==> src/rtl/control_unit_pkg.sv <==
// control_unit_pkg: bit indices, opcodes, state encoding and helpers for the T-state sequencer
package control_unit_pkg;
  localparam int OP_W = 5;
  localparam int DIV_CYCLES_DEF = 34;
  localparam int DP_PC = 0;
  localparam int DP_IR = 1;
  localparam int DP_Y = 2;
  localparam int DP_MAR = 3;
  localparam int DP_MDR = 4;
  localparam int DP_INPORT = 5;
  localparam int DP_OUTPORT = 6;
  localparam int DP_Z = 7;
  localparam int DP_ZHI = 8;
  localparam int DP_ZLO = 9;
  localparam int DP_HI = 10;
  localparam int DP_LO = 11;
  localparam int DP_READ = 12;
  localparam int DP_C = 13;
  localparam int A_ADD = 0;
  localparam int A_SUB = 1;
  localparam int A_NEG = 2;
  localparam int A_MUL = 3;
  localparam int A_DIV = 4;
  localparam int A_AND = 5;
  localparam int A_OR = 6;
  localparam int A_ROR = 7;
  localparam int A_ROL = 8;
  localparam int A_SLL = 9;
  localparam int A_SRA = 10;
  localparam int A_SRL = 11;
  localparam int A_NOT = 12;
  localparam int A_INC = 13;
  localparam logic [OP_W-1:0] OP_LD = 5'd0;
  localparam logic [OP_W-1:0] OP_LDI = 5'd1;
  localparam logic [OP_W-1:0] OP_ST = 5'd2;
  localparam logic [OP_W-1:0] OP_ADD = 5'd3;
  localparam logic [OP_W-1:0] OP_SUB = 5'd4;
  localparam logic [OP_W-1:0] OP_AND = 5'd5;
  localparam logic [OP_W-1:0] OP_OR = 5'd6;
  localparam logic [OP_W-1:0] OP_ROR = 5'd7;
  localparam logic [OP_W-1:0] OP_ROL = 5'd8;
  localparam logic [OP_W-1:0] OP_SHR = 5'd9;
  localparam logic [OP_W-1:0] OP_SHRA = 5'd10;
  localparam logic [OP_W-1:0] OP_SHL = 5'd11;
  localparam logic [OP_W-1:0] OP_ADDI = 5'd12;
  localparam logic [OP_W-1:0] OP_ANDI = 5'd13;
  localparam logic [OP_W-1:0] OP_ORI = 5'd14;
  localparam logic [OP_W-1:0] OP_DIV = 5'd15;
  localparam logic [OP_W-1:0] OP_MUL = 5'd16;
  localparam logic [OP_W-1:0] OP_NEG = 5'd17;
  localparam logic [OP_W-1:0] OP_NOT = 5'd18;
  localparam logic [OP_W-1:0] OP_BR = 5'd19;
  localparam logic [OP_W-1:0] OP_JAL = 5'd20;
  localparam logic [OP_W-1:0] OP_JR = 5'd21;
  localparam logic [OP_W-1:0] OP_IN = 5'd22;
  localparam logic [OP_W-1:0] OP_OUT = 5'd23;
  localparam logic [OP_W-1:0] OP_MFLO = 5'd24;
  localparam logic [OP_W-1:0] OP_MFHI = 5'd25;
  localparam logic [OP_W-1:0] OP_NOP = 5'd26;
  localparam logic [OP_W-1:0] OP_HALT = 5'd27;
  typedef enum logic [3:0] {RST, T0, T1, T2, T3, T4, T5, T6, T7, HALT} state_t;
  typedef struct packed {
    logic [15:0] dpin;
    logic [15:0] dpout;
    logic [15:0] alu;
    logic gra;
    logic grb;
    logic grc;
    logic rin;
    logic rout;
    logic baout;
    logic ram_wr;
    logic conin;
  } ctrl_t;
  function automatic logic [15:0] alu_sel(input logic [OP_W-1:0] op);
    logic [15:0] a;
    a = '0;
    case (op)
      OP_ADD, OP_ADDI: a[A_ADD] = 1'b1;
      OP_SUB: a[A_SUB] = 1'b1;
      OP_AND, OP_ANDI: a[A_AND] = 1'b1;
      OP_OR, OP_ORI: a[A_OR] = 1'b1;
      OP_ROR: a[A_ROR] = 1'b1;
      OP_ROL: a[A_ROL] = 1'b1;
      OP_SHR: a[A_SRL] = 1'b1;
      OP_SHRA: a[A_SRA] = 1'b1;
      OP_SHL: a[A_SLL] = 1'b1;
      OP_MUL: a[A_MUL] = 1'b1;
      OP_DIV: a[A_DIV] = 1'b1;
      OP_NEG: a[A_NEG] = 1'b1;
      OP_NOT: a[A_NOT] = 1'b1;
      default: a = '0;
    endcase
    return a;
  endfunction
  // final T-state of each instruction; br length depends on the branch flag
  function automatic state_t last_state(input logic [OP_W-1:0] op, input logic con);
    case (op)
      OP_LD, OP_ST: return T7;
      OP_MUL, OP_DIV: return T6;
      OP_BR: return con ? T6 : T4;
      OP_NEG, OP_NOT, OP_JAL: return T4;
      default: return (op >= OP_LDI && op <= OP_ORI) ? T5 : T3;
    endcase
  endfunction
endpackage

==> src/rtl/control_unit_if.sv <==
// control_unit_if: sequencer <-> datapath control bundle
// master (sequencer): in ir_op, CON; out DPin, DPout, ALUopp, Gra..CONin strobes, run
// slave (datapath):   mirror of master
interface control_unit_if;
  import control_unit_pkg::*;
  logic [OP_W-1:0] ir_op;
  logic CON;
  logic [15:0] DPin;
  logic [15:0] DPout;
  logic [15:0] ALUopp;
  logic Gra;
  logic Grb;
  logic Grc;
  logic Rin;
  logic Rout;
  logic BAout;
  logic RAM_wr;
  logic CONin;
  logic run;
  modport master (
    input ir_op, CON,
    output DPin, DPout, ALUopp, Gra, Grb, Grc, Rin, Rout, BAout, RAM_wr, CONin, run
  );
  modport slave (
    output ir_op, CON,
    input DPin, DPout, ALUopp, Gra, Grb, Grc, Rin, Rout, BAout, RAM_wr, CONin, run
  );
endinterface

==> src/rtl/control_unit_decode.sv <==
// control_unit_decode: combinational (state, opcode, CON) -> full datapath control vector
// ports: st state, op effective opcode, con branch flag, c control vector
module control_unit_decode
  import control_unit_pkg::*;
(
  input state_t st,
  input logic [OP_W-1:0] op,
  input logic con,
  output ctrl_t c
);
  logic imm;
  assign imm = op == OP_ADDI || op == OP_ANDI || op == OP_ORI;
  always_comb begin
    c = '0;
    case (st)
      T0: begin c.dpout[DP_PC] = 1'b1; c.dpin[DP_MAR] = 1'b1; c.dpin[DP_Z] = 1'b1; c.alu[A_INC] = 1'b1; end
      T1: begin c.dpout[DP_ZLO] = 1'b1; c.dpin[DP_PC] = 1'b1; c.dpin[DP_MDR] = 1'b1; c.dpin[DP_READ] = 1'b1; end
      T2: begin c.dpout[DP_MDR] = 1'b1; c.dpin[DP_IR] = 1'b1; end
      RST, HALT: c = '0;
      default:
        case (op)
          OP_LD, OP_LDI, OP_ST:
            case (st)
              T3: begin c.grb = 1'b1; c.baout = 1'b1; c.dpin[DP_Y] = 1'b1; end
              T4: begin c.dpout[DP_C] = 1'b1; c.alu[A_ADD] = 1'b1; c.dpin[DP_Z] = 1'b1; end
              T5: begin
                c.dpout[DP_ZLO] = 1'b1;
                c.gra = op == OP_LDI;
                c.rin = op == OP_LDI;
                c.dpin[DP_MAR] = op != OP_LDI;
              end
              T6: begin
                c.dpin[DP_MDR] = 1'b1;
                c.gra = op == OP_ST;
                c.rout = op == OP_ST;
                c.dpin[DP_READ] = op != OP_ST;
              end
              T7: begin
                c.ram_wr = op == OP_ST;
                c.dpout[DP_MDR] = op != OP_ST;
                c.gra = op != OP_ST;
                c.rin = op != OP_ST;
              end
              default: c = '0;
            endcase
          OP_ADD, OP_SUB, OP_AND, OP_OR, OP_ROR, OP_ROL, OP_SHR, OP_SHRA, OP_SHL, OP_ADDI, OP_ANDI, OP_ORI:
            case (st)
              T3: begin c.grb = 1'b1; c.rout = 1'b1; c.dpin[DP_Y] = 1'b1; end
              T4: begin
                c.dpout[DP_C] = imm;
                c.grc = !imm;
                c.rout = !imm;
                c.alu = alu_sel(op);
                c.dpin[DP_Z] = 1'b1;
              end
              T5: begin c.dpout[DP_ZLO] = 1'b1; c.gra = 1'b1; c.rin = 1'b1; end
              default: c = '0;
            endcase
          OP_MUL, OP_DIV:
            case (st)
              T3: begin c.gra = 1'b1; c.rout = 1'b1; c.dpin[DP_Y] = 1'b1; end
              T4: begin c.grb = 1'b1; c.rout = 1'b1; c.alu = alu_sel(op); c.dpin[DP_Z] = 1'b1; end
              T5: begin c.dpout[DP_ZLO] = 1'b1; c.dpin[DP_LO] = 1'b1; end
              T6: begin c.dpout[DP_ZHI] = 1'b1; c.dpin[DP_HI] = 1'b1; end
              default: c = '0;
            endcase
          OP_NEG, OP_NOT:
            case (st)
              T3: begin c.grb = 1'b1; c.rout = 1'b1; c.alu = alu_sel(op); c.dpin[DP_Z] = 1'b1; end
              T4: begin c.dpout[DP_ZLO] = 1'b1; c.gra = 1'b1; c.rin = 1'b1; end
              default: c = '0;
            endcase
          OP_BR:
            case (st)
              T3: begin c.gra = 1'b1; c.rout = 1'b1; c.conin = 1'b1; end
              T4: begin c.dpout[DP_PC] = con; c.dpin[DP_Y] = con; end
              T5: begin c.dpout[DP_C] = 1'b1; c.alu[A_ADD] = 1'b1; c.dpin[DP_Z] = 1'b1; end
              T6: begin c.dpout[DP_ZLO] = 1'b1; c.dpin[DP_PC] = 1'b1; end
              default: c = '0;
            endcase
          OP_JAL:
            case (st)
              T3: begin c.dpout[DP_PC] = 1'b1; c.grb = 1'b1; c.rin = 1'b1; end
              T4: begin c.gra = 1'b1; c.rout = 1'b1; c.dpin[DP_PC] = 1'b1; end
              default: c = '0;
            endcase
          OP_JR: if (st == T3) begin c.gra = 1'b1; c.rout = 1'b1; c.dpin[DP_PC] = 1'b1; end
          OP_IN: if (st == T3) begin c.dpout[DP_INPORT] = 1'b1; c.gra = 1'b1; c.rin = 1'b1; end
          OP_OUT: if (st == T3) begin c.gra = 1'b1; c.rout = 1'b1; c.dpin[DP_OUTPORT] = 1'b1; end
          OP_MFLO: if (st == T3) begin c.dpout[DP_LO] = 1'b1; c.gra = 1'b1; c.rin = 1'b1; end
          OP_MFHI: if (st == T3) begin c.dpout[DP_HI] = 1'b1; c.gra = 1'b1; c.rin = 1'b1; end
          default: c = '0;
        endcase
    endcase
  end
endmodule

==> src/rtl/control_unit.sv <==
// control_unit: hardwired T-state sequencer driving all datapath control inputs
// ports: clk, clr (async active-high reset), step (only with CONTROL_STEP_EN), bus (control_unit_if.master)
// CONTROL_STEP_EN: when defined, state advances only on edges with step=1 and outputs are 0 while step=0
module control_unit
  import control_unit_pkg::*;
#(
  parameter int DIV_CYCLES = DIV_CYCLES_DEF
) (
  input logic clk,
  input logic clr,
`ifdef CONTROL_STEP_EN
  input logic step,
`endif
  control_unit_if.master bus
);
  localparam int CW = $clog2(DIV_CYCLES + 1);
  state_t st, nxt;
  logic [OP_W-1:0] op_q, op;
  logic [CW-1:0] cnt;
  logic adv;
  ctrl_t c, g;
`ifdef CONTROL_STEP_EN
  assign adv = step;
`else
  assign adv = 1'b1;
`endif
  // IR is loaded at the end of T2, so T3 decodes the live opcode and later states the latched copy
  assign op = (st == T3) ? bus.ir_op : op_q;
  always_comb begin
    nxt = st;
    case (st)
      RST: nxt = T0;
      HALT: nxt = HALT;
      T0, T1, T2: nxt = state_t'(st + 4'd1);
      default:
        nxt = (st == T3 && op == OP_HALT) ? HALT :
              (st == T4 && op == OP_DIV && cnt != '0) ? T4 :
              (st >= last_state(op, bus.CON)) ? T0 : state_t'(st + 4'd1);
    endcase
  end
  always_ff @(posedge clk or posedge clr) begin
    if (clr) begin
      st <= RST;
      op_q <= '0;
      cnt <= '0;
    end else if (adv) begin
      st <= nxt;
      if (st == T3) begin
        op_q <= bus.ir_op;
        cnt <= CW'(DIV_CYCLES - 1);
      end else if (st == T4 && cnt != '0) begin
        cnt <= cnt - 1'b1;
      end
    end
  end
  control_unit_decode u_decode (.st(st), .op(op), .con(bus.CON), .c(c));
  assign g = adv ? c : '0;
  assign bus.DPin = g.dpin;
  assign bus.DPout = g.dpout;
  assign bus.ALUopp = g.alu;
  assign bus.Gra = g.gra;
  assign bus.Grb = g.grb;
  assign bus.Grc = g.grc;
  assign bus.Rin = g.rin;
  assign bus.Rout = g.rout;
  assign bus.BAout = g.baout;
  assign bus.RAM_wr = g.ram_wr;
  assign bus.CONin = g.conin;
  assign bus.run = st != RST && st != HALT;
endmodule

==> src/flat_wrapper.sv <==
// flat-port wrapper written by rule: the top's interface ports become plain ports
module control_unit_flat import control_unit_pkg::*;
#(
  parameter int DIV_CYCLES = DIV_CYCLES_DEF
)
  (clk, clr, bus_ir_op, bus_CON, bus_DPin, bus_DPout, bus_ALUopp, bus_Gra, bus_Grb, bus_Grc, bus_Rin, bus_Rout, bus_BAout, bus_RAM_wr, bus_CONin, bus_run);
  control_unit_if bus_i ();
  input logic clk;
  input logic clr;
  input wire logic [$bits(bus_i.ir_op)-1:0] bus_ir_op;
  input wire logic [$bits(bus_i.CON)-1:0] bus_CON;
  output wire logic [$bits(bus_i.DPin)-1:0] bus_DPin;
  output wire logic [$bits(bus_i.DPout)-1:0] bus_DPout;
  output wire logic [$bits(bus_i.ALUopp)-1:0] bus_ALUopp;
  output wire logic [$bits(bus_i.Gra)-1:0] bus_Gra;
  output wire logic [$bits(bus_i.Grb)-1:0] bus_Grb;
  output wire logic [$bits(bus_i.Grc)-1:0] bus_Grc;
  output wire logic [$bits(bus_i.Rin)-1:0] bus_Rin;
  output wire logic [$bits(bus_i.Rout)-1:0] bus_Rout;
  output wire logic [$bits(bus_i.BAout)-1:0] bus_BAout;
  output wire logic [$bits(bus_i.RAM_wr)-1:0] bus_RAM_wr;
  output wire logic [$bits(bus_i.CONin)-1:0] bus_CONin;
  output wire logic [$bits(bus_i.run)-1:0] bus_run;
  assign bus_i.ir_op = bus_ir_op;
  assign bus_i.CON = bus_CON;
  assign bus_DPin = bus_i.DPin;
  assign bus_DPout = bus_i.DPout;
  assign bus_ALUopp = bus_i.ALUopp;
  assign bus_Gra = bus_i.Gra;
  assign bus_Grb = bus_i.Grb;
  assign bus_Grc = bus_i.Grc;
  assign bus_Rin = bus_i.Rin;
  assign bus_Rout = bus_i.Rout;
  assign bus_BAout = bus_i.BAout;
  assign bus_RAM_wr = bus_i.RAM_wr;
  assign bus_CONin = bus_i.CONin;
  assign bus_run = bus_i.run;
  control_unit #(.DIV_CYCLES(DIV_CYCLES)) u_core (.clk(clk), .clr(clr), .bus(bus_i));
endmodule
==> config.mk <==
export PLATFORM = sky130hd
export DESIGN_NAME = control_unit_flat
export DESIGN_NICKNAME = d
export VERILOG_FILES = /design/src/rtl/control_unit_pkg.sv /design/src/rtl/control_unit_if.sv /design/src/rtl/control_unit_decode.sv /design/src/rtl/control_unit.sv /design/src/flat_wrapper.sv
export SDC_FILE = /design/constraint.sdc
export NUM_CORES = 1
export LEC_CHECK = 0
export BUFFER_PORTS_ARGS = -buffer_cell sky130_fd_sc_hd__clkbuf_2
export CAP_MARGIN = 20
export CORE_ASPECT_RATIO = 1.5
export CORE_UTILIZATION = 40
export DETAILED_ROUTE_END_ITERATION = 8
export PLACE_DENSITY = 0.74
export SLEW_MARGIN = 20
export SYNTH_ARGS = -nofsm -noshare
export SYNTH_HDL_FRONTEND = slang
export SYNTH_HIERARCHICAL = 1
export SYNTH_SLANG_ARGS = --single-unit
==> constraint.sdc <==
create_clock -name clk -period 4.35 [get_ports clk]
set_input_delay 0.2175 -clock clk [delete_from_list [all_inputs] [get_ports clk]]
set_output_delay 0.2175 -clock clk [all_outputs]
set_load 0.01 [all_outputs]
Word level (Yosys, flattened, before mapping)
Cells that the tools add are included.
Word-level totals
  bits in latches: 0
  input bits: 8
  output and inout port bits: 57
  memories: 0
  register bits: 15
  memory bits (read-only): 0
  bits in writable memories: 0
Operators by class
  equality and inequality tests: 38
  muxes and demuxes: 76
  reduce and logical (&&, ||, !) cells: 35
  add/subtract/negate cells: 2
  div/mod/pow operators: 0
  bitwise gates (word level): 0
  multiply operators: 0
  shift operators: 0
  magnitude comparators: 3
Operator list (count)
  $pmux W21 S5: 1
  $eq A5 B5 Y1 const B: 11
  $eq A5 B4 Y1 const B: 8
  $pmux W4 S4: 2
  $mux W1: 31
  $pmux W6 S5: 1
  $mux W4: 7
  $mux W13: 2
  $pmux W1 S2: 12
  $pmux W4 S3: 2
  $mux W21: 1
  $eq A5 B3 Y1 const B: 4
  $eq A4 B3 Y1 const B: 4
  $reduce_or A4 Y1: 4
  $reduce_or A15 Y1: 1
  $reduce_or A14 Y1: 1
  $reduce_or A2 Y1: 7
  $mux W6: 2
  $pmux W2 S3: 2
  $reduce_or A12 Y1: 1
  $eq A5 B2 Y1 const B: 2
  $reduce_or A5 Y1: 2
  $reduce_or A3 Y1: 3
  $eq A4 B2 Y1 const B: 2
  28 further kinds: 41

Depth between registers and ports, before layout
Gate-level depths: netlist (run 1).
  depth in word-level cells: 12
  mapped depth: 14
  gate-level depth less buffers: 13

By module
Netlist (run 1), hierarchy kept.
Modules (own cells, without submodules)
  control_unit: sequential area each 375.4 um^2, instances 1, cells each 114, area an instance 1052.3 um^2
  control_unit_decode: sequential area each 0.0 um^2, instances 1, cells each 170, area an instance 984.7 um^2

Worst setup path after synthesis (run 1)
Ideal clock, no wire load.
  path kind: register to output
  start point: register u_core.st[0]
  end point: output port bus_ALUopp[1]
  data required time: 4.133 ns
  path slack: 1.191 ns
  cell stages (with the launch flop): 14
  arrival time: 2.941 ns
  path through: dfrtp_1 > inv_1 > ha_1 > and3b_1 > buf_6 > mux2i_1 > inv_1 > buf_2 > or4_4 > mux2i_4 > a22oi_2 > or2_1 > buf_6 > nor4_2
Between the ends
  cells in the longest elaborated chain, start to end: 7
  elaborated cells between the ends (all ways): 38
  classes of those cells: 26 x eq/ne; 6 x mux; 6 x reduce/logical
Ends and longest elaborated chain
  from (decl): line control_unit.sv:17  | state_t st, nxt;
  from (signal assigned): line control_unit.sv:47  | st <= nxt;
  $eq A4 B3 Y1 *: line control_unit.sv:28  | assign op = (st == T3) ? bus.ir_op : op_q;
  $mux W5 *
  named net u_core.op[1]: line control_unit.sv:18  | logic [OP_W-1:0] op_q, op;
  $eq A5 B3 Y1: line control_unit_pkg.sv:78, control_unit_decode.sv:21
  $mux W1: line control_unit_pkg.sv:78  | case (op)
  $mux W13 (on tied branches): line control_unit_decode.sv:68, control_unit_decode.sv:47
  $pmux W21 S5 *: line control_unit_decode.sv:21  | case (op)
  $mux W21 *: line control_unit_decode.sv:15  | case (st)
  to (decl): line flat_wrapper.sv:14  | output wire logic [$bits(bus_i.ALUopp)-1:0] bus_ALUopp;
The timed path passes the listed nets; every way through them passes the cells marked *.

Final worst setup path (run 1)
  start point: register u_core.st[0]
  end point: output port bus_ALUopp[8]
Between the ends
  cells in the longest elaborated chain, start to end: 7
  elaborated cells between the ends (all ways): 38
  classes of those cells: 26 x eq/ne; 6 x mux; 6 x reduce/logical
Ends and longest elaborated chain (line)
  $eq A4 B3 Y1 *: control_unit.sv:28
  $mux W5 *
  named net u_core.op[0]: control_unit.sv:18
  $eq A5 B4 Y1: control_unit_pkg.sv:78, control_unit_decode.sv:21
  $mux W1: control_unit_pkg.sv:78
  $mux W13 (on tied branches): control_unit_decode.sv:68, control_unit_decode.sv:47
  $pmux W21 S5 *: control_unit_decode.sv:21
  $mux W21 *: control_unit_decode.sv:15
Marks and branches as above.

==> flow_metrics.env, run 1 <==
export IMPL_postRouteAntennaNets=0
export IMPL_rsz0062_at_grt="no"
export IMPL_path_max_fanout=15
export IMPL_irDropWorstVdd_mv=0.278
export IMPL_r2r_end="u_core/st[2]$_DFF_PP0_"
export IMPL_synth_edf_count=0
export IMPL_startpoint_type="flip-flop"
export IMPL_synth_top_area_cell="dfrtp_1"
export IMPL_io_pins=65
export IMPL_num_vias=2127
export IMPL_diodes=0
export IMPL_p_leak_nw=1.08
export IMPL_layout_nets=342
export IMPL_port_buffers=48
export IMPL_crit_start="u_core/st[0]$_DFF_PP0_"
export IMPL_grtUsageTotal_pct=21.9
export IMPL_cts_max_path_buffers=2
export IMPL_clk_latency_ns=0.25
export IMPL_finalSetupViolations=0
export IMPL_hold_violations=0
export IMPL_drc=0
export IMPL_rrSetupSlack_ns=0.83
export IMPL_max_slew_margin_pct=49.7
export IMPL_htree_levels=1
export IMPL_grt_pass1_wl_mm=9.03
export IMPL_core_um2=4850
export IMPL_finalSetupTns_ns=0
export IMPL_hpwl_mm=4.29
export IMPL_grt_overflow_total=0
export IMPL_grt_max_degree=22
export IMPL_syn_avg_cell_area_um2=7.17
export IMPL_drtPass1Iterations=5
export IMPL_area_sequential_um2=375
export IMPL_antenna_found_initial=0
export IMPL_worstSetupPathType="reg -> out"
export IMPL_max_freq_ghz=0.253
export IMPL_hold_class="in -> async"
export IMPL_synth_top_cell_area_share_pct=18.4
export IMPL_ys_seq_area_share_pct=18.4
export IMPL_post_cts_buffers=0
export IMPL_yosys_warnings=6
export IMPL_status="finished clean"
export IMPL_synthFlopType="dfrtp_1"
export IMPL_cts_made_buffers=3
export IMPL_crit_arrival_ns=3.73
export IMPL_die_w_um=60.3
export IMPL_synthesis_area_um2=2040
export IMPL_hold_buffers=0
export IMPL_synth_most_common_cell="nor2_1"
export IMPL_cp_end_kind="output port"
export IMPL_slew_viol_final=0
export IMPL_nFillCells=509
export IMPL_netlist_cell_type_count=59
export IMPL_area_growth_pct=12.9
export IMPL_place_congestion=1.00
export IMPL_synthTopCellsByArea="dfrtp_1 18%, nor2_1 7.7%, buf_4 6.3%"
export IMPL_start_util_pct=42.0
export IMPL_worstMarginPinSlew_ns=0.735
export IMPL_synthArstFlopShare_pct=100
export IMPL_holdWs_ns=0.00731
export IMPL_maxCapViolations=0
export IMPL_worst_r2r_path_depth=13
export IMPL_viasPerCell=5.47
export IMPL_clock_sinks=15
export IMPL_wl_per_cell_um=14.3
export IMPL_synth_common_cells="42 x nor2_1, 28 x nand2_1, 20 x nor3_1"
export IMPL_crit_end="bus_ALUopp[8]"
export IMPL_die_area_um2=5390
export IMPL_clkTransAtPathRegs_ns=0.06
export IMPL_synthCells=284
export IMPL_drtIter0Drc=147
export IMPL_cts_root_buffer="clkbuf_8"
export IMPL_grt_pass1_vias=1993
export IMPL_cp_required_ns=4.13
export IMPL_die_h_um=89.4
export IMPL_r2r_start="u_core/st[0]$_DFF_PP0_"
export IMPL_cellPowerDensity_nw_per_um2=709
export IMPL_period_minus_slack_ns=3.95
export IMPL_multi_input_area_um2=1440
export IMPL_wl_mm=5.58
export IMPL_cts_resized=0
export IMPL_drive_above_1_share_pct=22.9
export IMPL_fp_row_count=31
export IMPL_cts_tree="yes"
export IMPL_fin_skew_ns=0.000976
export IMPL_ys_ff_latch=15
export IMPL_finalCritPeriodShare_pct=90.7
[critical path: stages, from the launching register on]
cell and delay [ns]:
dfrtp_1 0.60, inv_1 0.17, ha_1 0.31, nand3b_4 0.16, mux2i_1 0.37, inv_1 0.24
or4_4 0.60, mux2i_4 0.17, a22oi_2 0.07, or2_1 0.37, nor4_2 0.26, clkbuf_2 0.17
[power by group]
group          total [mW]  internal (mW)  switching (mW)  leakage, nW
combinational        1.23          0.451           0.779        0.874
clock               0.113         0.0634          0.0495       0.0255
sequential          0.288          0.203          0.0848        0.182
total                1.63          0.718           0.913         1.08
[layer usage]
metal / part of all wire (%) / track usage [%] / wire length [um] / vias up
li1: - / - / - / 1043
met1: 40 / 25.2 / 2210 / 958
met2: 51 / 38.7 / 2830 / 108
met3: 6.4 / 2.89 / 359 / 18
met4: 3.1 / 10.8 / 174 / 0
met5: 0 / 0 / 0 / -
[logic make-up (layout without fill, tap and decap cells)]
family / after synthesis / after routing / share of synthesized area, %
xor+xnor: 6 / 6 / 2.58
other cells: 1 / 16 / 0.184
compound gates: 55 / 55 / 18.5
simple gates: 140 / 140 / 36.7
flops: 15 / 15 / 18.4
fa+ha+maj: 10 / 10 / 6.14
mux: 6 / 6 / 3.75
buf+inv: 51 / 75 / 13.7
[final cells by class]
class | instances | share of cell area [%]
Inverter | 15 | 2.45
Sequential cell | 15 | 16.3
Tap cell | 66 | 3.59
Multi-Input combinational cell | 233 | 62.6
Clock buffer | 3 | 1.80
Timing Repair Buffer | 56 | 13.1
Clock inverter | 1 | 0.218
[state kept, by name, indices dropped and copies added (netlist names)]
register,flops
u_core/st,4
u_core/op_q,5
u_core/cnt,6
[stage by stage]
| step | cells | cell area, um2 | total power [mW] | utilization (%) | worst slack, ns |
|---|---|---|---|---|---|
| after floorplan | 299 | 2090 | 1.21 | - | 1.19 |
| after global placement | 385 | 2250 | 1.48 | 46.5 | 0.818 |
| after detailed placement | 385 | 2250 | 1.49 | 46.5 | 0.684 |
| after CTS | 389 | 2300 | 1.62 | 47.4 | 0.394 |
| after global routing | 389 | 2300 | 1.77 | 47.4 | 0.119 |
| final | 389 | 2300 | 1.63 | 47.4 | 0.403 |
[cells in the final DEF, fill, tap and decap left out, drive strengths merged, types with 3 or more instances in the layout]
| cell | count |
|---|---|
| nor4 | 3 |
| o22ai | 3 |
| clkbuf | 51 |
| a21oi | 9 |
| a31oi | 7 |
| o21ai | 10 |
| nand2 | 28 |
| nand4 | 5 |
| xor2 | 3 |
| conb | 16 |
| nor3 | 23 |
| nand3b | 3 |
| o31ai | 4 |
| mux2i | 6 |
| nand2b | 8 |
| nor2 | 42 |
| inv | 15 |
| a22oi | 3 |
| dfrtp | 15 |
| xnor2 | 3 |
| buf | 8 |
| and2 | 3 |
| a211oi | 4 |
| nand3 | 8 |
| ha | 10 |
| or3 | 3 |
[how the worst min path moves through the flow]
stage / from / endpoint / slack (ns) / cells after the start
after floorplan: clr / u_core/cnt[0]$_DFFE_PP0P_ / 0.12 / 1
after global placement: clr / u_core/cnt[2]$_DFFE_PP0P_ / 0.29 / 2
after detailed placement: clr / u_core/cnt[2]$_DFFE_PP0P_ / 0.30 / 2
after CTS: clr / u_core/op_q[4]$_DFF_PP0_ / 0.03 / 2
after global routing: clr / u_core/st[2]$_DFF_PP0_ / 0.06 / 2
final: clr / u_core/cnt[2]$_DFFE_PP0P_ / 0.007 / 2
(Power assumes the default switching activity.)
==> inputs of run 2 (changes only) <==
--- a/config.mk
+++ b/config.mk
@@ -11,5 +11,5 @@
 export CORE_UTILIZATION = 40
 export DETAILED_ROUTE_END_ITERATION = 8
-export PLACE_DENSITY = 0.74
+export PLACE_DENSITY = 0.65
 export SLEW_MARGIN = 20
 export SYNTH_ARGS = -nofsm -noshare
==> constraint.sdc (replaced) <==
create_clock -name clk -period 3.7 [get_ports clk]
set_input_delay 0.185 -clock clk [delete_from_list [all_inputs] [get_ports clk]]
set_output_delay 0.185 -clock clk [all_outputs]
set_load 0.005 [all_outputs]
==> run 2 against run 1 <==
  * Non-clock buffer count is 5 higher
  * Combinational power is 20% higher
  * Global-route usage is 0.65 points lower
  * Utilization is 0.95 points higher
  * Clock power is 15% higher
  * First-iteration DRC count is 57% lower
  * Critical path depth stayed put
  * Highest routed layer unchanged
  * Via count is 0.47% higher
  * Final area is 2.0% higher
  * Clock skew is 0.0047 ns higher
  * Largest cell class unchanged
  * Hold slack better by 0.29 ns
  * Critical endpoint unchanged
  * Die area stayed put
==> flow_metrics.env, run 2 (synthesis gave the netlist of run 1 again) <==
export IMPL_pre_cts_ws_ns=0.453
export IMPL_nFillCells=508
export IMPL_core_um2=4850
export IMPL_wl_per_cell_um=14.4
export IMPL_cts_tree="yes"
export IMPL_whs_path_depth=3
export IMPL_p_leak_nw=1.10
export IMPL_rsz0062_at_grt="no"
export IMPL_drive_above_1_share_pct=24.4
export IMPL_clock_sinks=15
export IMPL_post_cts_buffers=0
export IMPL_period_minus_slack_ns=3.45
export IMPL_port_buffers=48
export IMPL_crit_start="u_core/st[0]$_DFF_PP0_"
export IMPL_finalSetupTns_ns=0
export IMPL_clk_latency_ns=0.25
export IMPL_max_freq_ghz=0.290
export IMPL_hold_path_startpoint="bus_ir_op[2]"
export IMPL_drtIter0Drc=63
export IMPL_io_pins=65
export IMPL_die_w_um=60.3
export IMPL_num_vias=2137
export IMPL_cts_made_buffers=3
export IMPL_grt_pass1_vias=1911
export IMPL_worstSetupPathType="reg -> out"
export IMPL_hold_violations=0
export IMPL_start_util_pct=42.0
export IMPL_rrSetupSlack_ns=0.62
export IMPL_layout_nets=347
export IMPL_antenna_found_initial=0
export IMPL_slew_viol_final=0
export IMPL_fp_row_count=31
export IMPL_startpoint_type="flip-flop"
export IMPL_fin_area_um2=2350
export IMPL_worst_r2r_path_depth=13
export IMPL_fin_cells=394
export IMPL_postRouteAntennaNets=0
export IMPL_fin_skew_ns=0.00572
export IMPL_hold_path_end="u_core/op_q[2]$_DFF_PP0_"
export IMPL_cp_end_kind="output port"
export IMPL_htree_levels=1
export IMPL_r2r_start="u_core/st[0]$_DFF_PP0_"
export IMPL_final_cell_mix="48 x clkbuf_2, 42 x nor2_1, 28 x nand2_1, 20 x nor3_1, 16 x conb_1"
export IMPL_cts_max_path_buffers=2
export IMPL_reg_top3="u_core/cnt (6), u_core/op_q (5), u_core/st (4)"
export IMPL_placed_cells=389
export IMPL_place_congestion=0.876
export IMPL_area_sequential_um2=375
export IMPL_area_growth_pct=15.2
export IMPL_grt_pass1_wl_mm=8.74
export IMPL_grtUsageTotal_pct=21.2
export IMPL_hold_class="in -> reg"
export IMPL_die_h_um=89.4
export IMPL_maxCapViolations=0
export IMPL_cts_root_buffer="clkbuf_8"
export IMPL_drc=0
export IMPL_hpwl_mm=4.37
export IMPL_path_max_fanout=10
export IMPL_max_slew_margin_pct=58.9
export IMPL_grt_max_degree=21
export IMPL_p_total_mw=1.91
export IMPL_cp_required_ns=3.51
export IMPL_multi_input_area_um2=1450
export IMPL_finalCritPeriodShare_pct=93.4
export IMPL_clkTransAtPathRegs_ns=0.06
export IMPL_largest_reg_flops=6
export IMPL_diodes=0
export IMPL_finalSetupViolations=0
export IMPL_layout_setup_ws_ns=0.246
export IMPL_crit_arrival_ns=3.27
export IMPL_cellPowerDensity_nw_per_um2=813
export IMPL_wl_mm=5.67
export IMPL_mostFrequentLayoutCell="clkbuf_2"
export IMPL_irDropWorstVdd_mv=0.513
export IMPL_drtPass1Iterations=4
export IMPL_r2r_end="u_core/st[2]$_DFF_PP0_"
export IMPL_worstMarginPinSlew_ns=0.615
export IMPL_grt_overflow_total=0
export IMPL_die_area_um2=5390
export IMPL_regMostFlops="u_core/cnt"
export IMPL_placed_cell_area_um2=2280
export IMPL_status="finished clean"
export IMPL_viasPerCell=5.42
==> run 2: cell count changes in the layout (fill, tap and decap cells not counted) <==
| cell | previous run | this run |
|---|---|---|
| a2111oi_0 | 1 | 0 |
| a2111oi_1 | 0 | 1 |
| and3b_1 | 2 | 1 |
| and3b_2 | 0 | 1 |
| buf_4 | 8 | 12 |
| dlygate4sd3_1 | 0 | 1 |
| mux2i_1 | 4 | 3 |
| mux2i_2 | 1 | 2 |
==> run 2: how the worst max path moves through the flow <==
| stage | depth (start not counted) | slack (ns) | endpoint |
|---|---|---|---|
| global route | 11 | 0.05 | bus_ALUopp[1] |
| finish | 11 | 0.25 | bus_ALUopp[8] |
| global placement | 13 | 0.39 | bus_Rout |
| detailed placement | 13 | 0.45 | bus_Rout |
| floorplan | 13 | 0.65 | bus_ALUopp[1] |
| CTS | 13 | 0.16 | bus_Rout |
==> run 2: layout make-up <==
cell class	instances	share of cell area [%]
multi-input combinational	233	61.6
sequential	15	16.0
timing repair buffer	61	14.5
tap	66	3.52
inverter	15	2.40
clock buffer	3	1.76
clock inverter	1	0.213
==> run 2: power breakdown <==
part | internal [mW] | switching [mW] | total [mW] | leakage, nW
logic | 0.553 | 0.929 | 1.48 | 0.893
clock network | 0.0744 | 0.0555 | 0.130 | 0.0255
registers | 0.240 | 0.0565 | 0.296 | 0.182
total | 0.867 | 1.04 | 1.91 | 1.10
==> run 2: stage by stage <==
| stage | hold WS (ns) | utilization, % |
|---|---|---|
| after floorplan | 0.0865 | - |
| after global placement | 0.251 | 47.1 |
| after detailed placement | 0.250 | 47.1 |
| after CTS | 0.287 | 48.3 |
| after global routing | 0.321 | 48.4 |
| final | 0.293 | 48.4 |
==> run 2: layer usage <==
metal / wire, um / GRT usage, %
met2: 3030 / 38.5
met3: 241 / 2.60
met4: 142 / 8.88
met1: 2260 / 24.4
met5: 0 / 0
==> run 2: critical path, cell delays in order (launching register included) <==
cell,delay [ns]
dfrtp_1,0.38
inv_1,0.12
ha_1,0.29
nand3b_4,0.18
mux2i_2,0.36
inv_1,0.11
or4_4,0.56
mux2i_4,0.17
a22oi_2,0.08
or2_1,0.38
nor4_2,0.25
clkbuf_2,0.15
==> run 2: timing repair <==
item | 4_1_cts | 5_1_grt
hold buffers | 1 | 0
resized for setup | 0 | 3
endpoints found under the hold margin | 15 | 0
setup endpoints to repair | 0 | 3
